<file path="src/rtl/bp_pkg.sv">
// Shared types and default sizes for the branch history queue.
// Entry layout and recovery FSM states live here.
package bp_pkg;

   localparam int DEF_DEPTH  = 4;
   localparam int DEF_HIST_W = 3;
   localparam int DEF_PC_W   = 10;

   typedef struct packed {
      logic [DEF_PC_W-1:0]   pc;
      logic [DEF_HIST_W-1:0] hist;
      logic                  pred;
   } bhq_entry_t;

   typedef enum logic {
      NORMAL  = 1'b0,
      RECOVER = 1'b1
   } bhq_state_e;

endpackage

</file>
<file path="src/rtl/bhq_fifo.sv">
// Circular entry storage with head/tail pointers and occupancy count.
// A flush empties the queue by snapping head onto tail.
module bhq_fifo
   import bp_pkg::*;
#(
   parameter int  DEPTH = DEF_DEPTH,
   parameter type T     = bhq_entry_t
) (
   input  logic                     clk,
   input  logic                     rst,
   input  logic                     i_push,
   input  logic                     i_pop,
   input  logic                     i_flush,
   input  T                         i_din,
   output T                         o_head,
   output logic [$clog2(DEPTH):0]   o_count
);

   localparam int AW = $clog2(DEPTH);

   T                r_mem [DEPTH];
   logic [AW-1:0]   r_head;
   logic [AW-1:0]   r_tail;
   logic [AW:0]     r_count;
   logic [AW:0]     w_inc;
   logic [AW:0]     w_dec;

   assign o_head  = r_mem[r_head];
   assign o_count = r_count;
   assign w_inc   = {{AW{1'b0}}, i_push};
   assign w_dec   = {{AW{1'b0}}, i_pop};

   // Storage is not reset; only the pointers define validity.
   always_ff @(posedge clk) begin
      if (i_push) begin
         r_mem[r_tail] <= i_din;
      end
   end

   always_ff @(posedge clk or negedge rst) begin
      if (!rst) begin
         r_head  <= '0;
         r_tail  <= '0;
         r_count <= '0;
      end else if (i_flush) begin
         r_head  <= r_tail;
         r_count <= '0;
      end else begin
         if (i_push) begin
            r_tail <= r_tail + AW'(1);
         end
         if (i_pop) begin
            r_head <= r_head + AW'(1);
         end
         r_count <= r_count + w_inc - w_dec;
      end
   end

endmodule

</file>
<file path="src/rtl/branch_history_queue.sv">
// In-flight branch queue: speculative/architectural global history,
// table update strobes and mispredict recovery.
module branch_history_queue
   import bp_pkg::*;
#(
   parameter int DEPTH  = DEF_DEPTH,
   parameter int HIST_W = DEF_HIST_W,
   parameter int PC_W   = DEF_PC_W
) (
   input  logic                     clk,
   input  logic                     rst,
   input  logic                     fetch_valid,
   input  logic [PC_W-1:0]          fetch_pc,
   input  logic                     prediction,
   output logic                     fetch_ready,
   output logic [HIST_W-1:0]        ghr,
   input  logic                     resolve_valid,
   input  logic                     resolve_taken,
   output logic                     we,
   output logic                     branch_taken,
   output logic [PC_W-1:0]          old_pc,
   output logic [HIST_W-1:0]        update_history,
   output logic                     mispredict,
   output logic [$clog2(DEPTH):0]   count,
   output logic                     underflow
);

   localparam int CW = $clog2(DEPTH) + 1;
   localparam logic [CW-1:0] FULL = CW'(DEPTH);

   typedef struct packed {
      logic [PC_W-1:0]   pc;
      logic [HIST_W-1:0] hist;
      logic              pred;
   } ent_t;

   bhq_state_e          r_state;
   logic [HIST_W-1:0]   r_ghr;
   logic [HIST_W-1:0]   r_arch_ghr;
   logic                r_we;
   logic                r_taken;
   logic [PC_W-1:0]     r_old_pc;
   logic [HIST_W-1:0]   r_upd_hist;
   logic                r_mispredict;
   logic                r_underflow;

   logic [CW-1:0]       w_count;
   logic                w_ready;
   logic                w_push;
   logic                w_pop;
   logic                w_mis;
   ent_t                w_head;
   ent_t                w_din;

   assign w_ready = (w_count < FULL) && (r_state == NORMAL);
   assign w_push  = fetch_valid && w_ready;
   assign w_pop   = resolve_valid && (w_count != '0);
   assign w_mis   = w_pop && (resolve_taken != w_head.pred);
   assign w_din   = '{pc: fetch_pc, hist: r_ghr, pred: prediction};

   // A mispredict squashes any push arriving in the same cycle.
   bhq_fifo #(
      .DEPTH (DEPTH),
      .T     (ent_t)
   ) u_fifo (
      .clk     (clk),
      .rst     (rst),
      .i_push  (w_push && !w_mis),
      .i_pop   (w_pop),
      .i_flush (w_mis),
      .i_din   (w_din),
      .o_head  (w_head),
      .o_count (w_count)
   );

   always_ff @(posedge clk or negedge rst) begin
      if (!rst) begin
         r_state      <= NORMAL;
         r_ghr        <= '0;
         r_arch_ghr   <= '0;
         r_we         <= 1'b0;
         r_taken      <= 1'b0;
         r_old_pc     <= '0;
         r_upd_hist   <= '0;
         r_mispredict <= 1'b0;
         r_underflow  <= 1'b0;
      end else begin
         r_we         <= w_pop;
         r_mispredict <= w_mis;
         if (w_pop) begin
            r_arch_ghr <= {r_arch_ghr[HIST_W-2:0], resolve_taken};
            r_old_pc   <= w_head.pc;
            r_upd_hist <= w_head.hist;
            r_taken    <= resolve_taken;
         end
         if (resolve_valid && (w_count == '0)) begin
            r_underflow <= 1'b1;
         end
         // Recovery restarts speculation from the resolved history.
         if (w_mis) begin
            r_ghr <= {r_arch_ghr[HIST_W-2:0], resolve_taken};
         end else if (w_push) begin
            r_ghr <= {r_ghr[HIST_W-2:0], prediction};
         end
         unique case (r_state)
            NORMAL:  r_state <= w_mis ? RECOVER : NORMAL;
            RECOVER: r_state <= NORMAL;
            default: r_state <= NORMAL;
         endcase
      end
   end

   assign fetch_ready    = w_ready;
   assign ghr            = r_ghr;
   assign we             = r_we;
   assign branch_taken   = r_taken;
   assign old_pc         = r_old_pc;
   assign update_history = r_upd_hist;
   assign mispredict     = r_mispredict;
   assign count          = w_count;
   assign underflow      = r_underflow;

endmodule
</file>
<file path="config.mk">
export PLATFORM = sky130hd
export DESIGN_NAME = branch_history_queue
export DESIGN_NICKNAME = d
export VERILOG_FILES = /design/src/rtl/bp_pkg.sv /design/src/rtl/bhq_fifo.sv /design/src/rtl/branch_history_queue.sv
export SDC_FILE = /design/constraint.sdc
export NUM_CORES = 1
export LEC_CHECK = 0
export CAP_MARGIN = 10
export CORE_ASPECT_RATIO = 0.5
export CORE_MARGIN = 2
export CORE_UTILIZATION = 50
export DETAILED_ROUTE_END_ITERATION = 12
export DONT_BUFFER_PORTS = 1
export PLACE_DENSITY = 0.73
export SYNTH_ARGS = -nofsm -noshare
export SYNTH_HDL_FRONTEND = slang
export SYNTH_SLANG_ARGS = --single-unit
</file>
<file path="constraint.sdc">
create_clock -name clk -period 4.3 [get_ports clk]
set_input_delay 0.86 -clock clk [delete_from_list [all_inputs] [get_ports clk]]
set_output_delay 0.86 -clock clk [all_outputs]
set_load 0.01 [all_outputs]
</file>
==> Implementation_results.wiki <==
{| class="wikitable"
! Metric !! Value
|-
| Worst Setup Slack post-DPL || roughly 1300 ps
|-
| Effective utilization at floorplan || 0.513
|-
| Worst IR Drop VDD || between 0.2 and 0.25 mV
|-
| Boundary Pins || 40
|-
| Critical path type || register to register
|-
| Global-route wire length before repair || approximately 9.4 mm
|-
| Die width || 121 um
|-
| CTS tree || yes
|-
| Detailed-route via count || 1719
|-
| Ratio of routed vias to standard cells || ~5.5
|-
| Maximum buffer depth of the clock tree || 2
|-
| Number of sinks handled by clock tree synthesis || 85
|-
| Worst flop-to-flop path startpoint || u_fifo.r_head[0]
|-
| Estimated wirelength of the detail-placed design || around 3.6 mm
|-
| Count of input and output buffers || 0
|-
| Yosys reg bits || 85
|-
| Placer Congestion || 0.761
|-
| Number of buffers inserted for hold repair after clock tree synthesis || 0
|-
| Number of warnings reported in the yosys synthesis log || 0
|-
| Number of cells upsized or downsized after cts || 0
|-
| Syn_area_per_cell || 16.1 um^2
|-
| Critical-path maximum fanout || 18
|-
| Worst min-delay path category || input pin to asynchronous set/reset pin
|-
| Share of synthesized cell area in and, or, nand and nor gates || 0.0767
|-
| Final hold violation count || 0
|-
| Leakage power figure || ~1.5 nW
|-
| Pre-antenna DRT Iters || 4
|-
| Antenna violations before repair || 0
|-
| Post-synthesis share of cell area spent on full adders, half adders and majority gates || 0.0279
|-
| Share of the synthesized area in the top cell type || 0.493
|-
| Maximum clock frequency || 0.339 GHz
|-
| Final global-route overflow total || 0
|-
| Clock period minus final worst setup slack || between 2000 and 3000 ps
|-
| Critical path launch point type || register
|-
| Pin count of the biggest net entering global routing || 30
|-
| Cts bufs inserted || 9
|-
| Cell types with the largest area share after synthesis || sky130_fd_sc_hd__edfxtp_1, sky130_fd_sc_hd__dfrtp_1, sky130_fd_sc_hd__mux4_1
|-
| Clk slew on worst S/H paths || roughly 60 ps
|-
| Wirelength per Cell || 18.6 um
|-
| Largest area contributor in the synthesized netlist || sky130_fd_sc_hd__edfxtp_1
|-
| Worst relative slew slack || 0.446
|-
| Run status || finished clean
|-
| R2R depth || 5
|-
| Crit Reg-Reg Endpoint || u_fifo.r_mem[1][3]
|-
| Cell at the root of the clock tree || sky130_fd_sc_hd__clkbuf_16
|-
| Seq/Total Area, Yosys || 0.706
|-
| Fraction of final layout cells with drive strength greater than 1 || 0.131
|-
| Synthesized Nets || about 240
|-
| Critical Path End Type || register
|-
| Total of endpoints with negative setup slack in the final report || 0
|-
| Worst path arrival time || 2910 ps
|-
| Crit path required time || roughly 4300 ps
|-
| Slew at the pin with the worst max-slew slack || 831 ps
|-
| Areal power density over the cells || slightly above 700 nW/um^2
|-
| Largest family of logic cells by synthesized area || multiplexers
|-
| Cell area after synthesis || ~3400 um^2
|-
| Final Cycle Share || 0.686
|-
| Compound-Gate Fraction of Synth Area || 0.0282
|-
| Die Span Y || between 60 and 70 um
|-
| Worst-case clock skew || 10.7 ps
|-
| DRT antenna net count || 0
|-
| Max-cap check violation count || 0
|-
| Instance count of the mapped netlist || around 210
|-
| Number of diodes added for antenna fixing || 0
|-
| Setup crit end || u_fifo.r_mem[1][3]
|-
| Total DRC errors in the routed layout || 0
|-
| Total number of placement rows || 21
|-
| Number of global-route vias before repair || approximately 1700
|-
| Setup Total Neg Slack || 0 ps
|-
| Proportion of synthesized area in mux cells || 0.119
|-
| Xor and xnor area share after synthesis || 0.0176
|-
| Post-CTS setup buffers || 0
|-
| CP startpoint || u_fifo.r_head[0]
|-
| Layout area overhead || 10.5%
|-
| Count of distinct cell types in the synthesized netlist || 33
|-
| Die outline area || about 7500 um^2
|-
| Final count of pins violating max slew || 0
|-
| Nets@finish || 240
|-
| H-tree level count || 3
|-
| Power consumption || 2.65 mW
|-
| Setup slack on the worst flop-to-flop path || roughly 1400 ps
|-
| Worst-case setup margin in the final layout || 1350 ps
|-
| Setup repair after global routing missed its margin || false
|-
| Violation count after the first detailed-routing iteration || 94
|-
| Clock insertion delay at the later pin of the skew report || approximately 340 ps
|-
| GRT Overall Usage || 0.172
|-
| Post-detailed-routing wire length || between 5 and 6 mm
|-
| Placeable core region || approximately 6600 um^2
|}
-- routing by layer --
layer  GRT usage  part of all wire  wire length (um)
met1       0.232              0.45              2600
met3      0.0703             0.073               425
met4      0.0698             0.017                97
met2       0.252              0.46              2700
met5           0                 0                 0
-- critical path, cell delays in order, from the launching register on --
cell and delay, ps:
sky130_fd_sc_hd__dfrtp_1 320, sky130_fd_sc_hd__buf_4 290, sky130_fd_sc_hd__mux4_2 600, sky130_fd_sc_hd__xnor2_2 220, sky130_fd_sc_hd__nand2b_1 370, sky130_fd_sc_hd__and3_1 780
-- power breakdown --
part           total [mW]  internal, mW  switching (mW)
logic               0.668         0.302           0.365
clock network       0.687         0.389           0.298
registers            1.30          1.11           0.193
-- state kept, by name, indices dropped and copies added, names as in the netlist --
| name | cells |
|---|---|
| ghr | 3 |
| r_state | 1 |
| update_history | 3 |
| u_fifo.r_head | 2 |
| u_fifo.r_tail | 2 |
| mispredict | 1 |
| r_arch_ghr | 2 |
| old_pc | 10 |
| u_fifo.r_mem | 56 |
| we | 1 |
| underflow | 1 |
| u_fifo.o_count | 3 |
-- cell type report --
type	count	area, um^2
Inverter	8	30.0
Fill cell	500	2880
Sequential cell	85	2410
Multi-Input combinational cell	109	920
Timing Repair Buffer	4	30.0
Clock buffer	10	229
Clock inverter	6	37.5
Tap cell	92	115
-- worst min-delay path by stage --
stage,depth (start not counted),endpoint,slack (ps),from
floorplan,1,r_state,440,r_state
global route,0,old_pc[0],200,rst
CTS,0,old_pc[5],200,rst
global placement,1,r_state,460,r_state
detailed placement,2,r_arch_ghr[1],470,r_arch_ghr[1]
finish,0,old_pc[0],220,rst
-- metrics by stage --
| stage | util | instance area, um^2 | hold WS, ps | instances |
|---|---|---|---|---|
| 6_report | 0.567 | 3770 | 215 | 314 |
| 5_1_grt | 0.567 | 3770 | 199 | 314 |
| 4_1_cts | 0.567 | 3770 | 205 | 314 |
| 3_5_place_dp | 0.527 | 3500 | 470 | 298 |
| 3_3_place_gp | 0.527 | 3500 | 460 | 298 |
| 2_1_floorplan | - | 3410 | 444 | 212 |
-- cell families after synthesis --
| logic type | after synthesis |
|---|---|
| compound gates | 15 |
| simple gates | 61 |
| mux | 20 |
| flops | 85 |
| fa+ha+maj | 7 |
| buf+inv | 18 |
| xor+xnor | 6 |
-- cell usage after synthesis --
cell,n
sky130_fd_sc_hd__and3_1,4
sky130_fd_sc_hd__o31ai_1,1
sky130_fd_sc_hd__mux2_4,1
sky130_fd_sc_hd__edfxtp_1,56
sky130_fd_sc_hd__clkbuf_1,6
sky130_fd_sc_hd__dfrtp_1,29
sky130_fd_sc_hd__o311ai_0,1
sky130_fd_sc_hd__inv_1,7
sky130_fd_sc_hd__nor2_1,4
sky130_fd_sc_hd__buf_6,2
sky130_fd_sc_hd__xnor2_1,3
sky130_fd_sc_hd__mux2i_1,5
sky130_fd_sc_hd__ha_1,6
sky130_fd_sc_hd__buf_1,1
sky130_fd_sc_hd__nand2_1,44
sky130_fd_sc_hd__nand3_1,2
sky130_fd_sc_hd__mux4_1,7
sky130_fd_sc_hd__a21oi_1,4
sky130_fd_sc_hd__nor3_1,3
sky130_fd_sc_hd__nor3b_2,1
sky130_fd_sc_hd__a22oi_1,1
sky130_fd_sc_hd__xor2_1,2
sky130_fd_sc_hd__o21ai_0,4
sky130_fd_sc_hd__fa_1,1
sky130_fd_sc_hd__a21o_1,2
sky130_fd_sc_hd__o221ai_1,1
sky130_fd_sc_hd__nand2b_1,2
sky130_fd_sc_hd__mux4_2,7
sky130_fd_sc_hd__inv_2,1
sky130_fd_sc_hd__xnor2_2,1
sky130_fd_sc_hd__o21ai_2,1
sky130_fd_sc_hd__buf_2,1
sky130_fd_sc_hd__and2_1,1
-- layout by cell type (no fill, tap or decap), drive strengths merged, types with 2 or more instances in the layout --
cell type / instances
edfxtp: 56
nand2: 44
dfrtp: 29
mux4: 14
clkbuf: 10
inv: 9
ha: 6
mux2i: 5
o21ai: 5
nor2: 4
and3: 4
a21oi: 4
buf: 4
xnor2: 4
clkinv: 4
nor3: 3
nand2b: 2
xor2: 2
a21o: 2
nand3: 2
No activity file was read; power rests on OpenSTA's default activity.
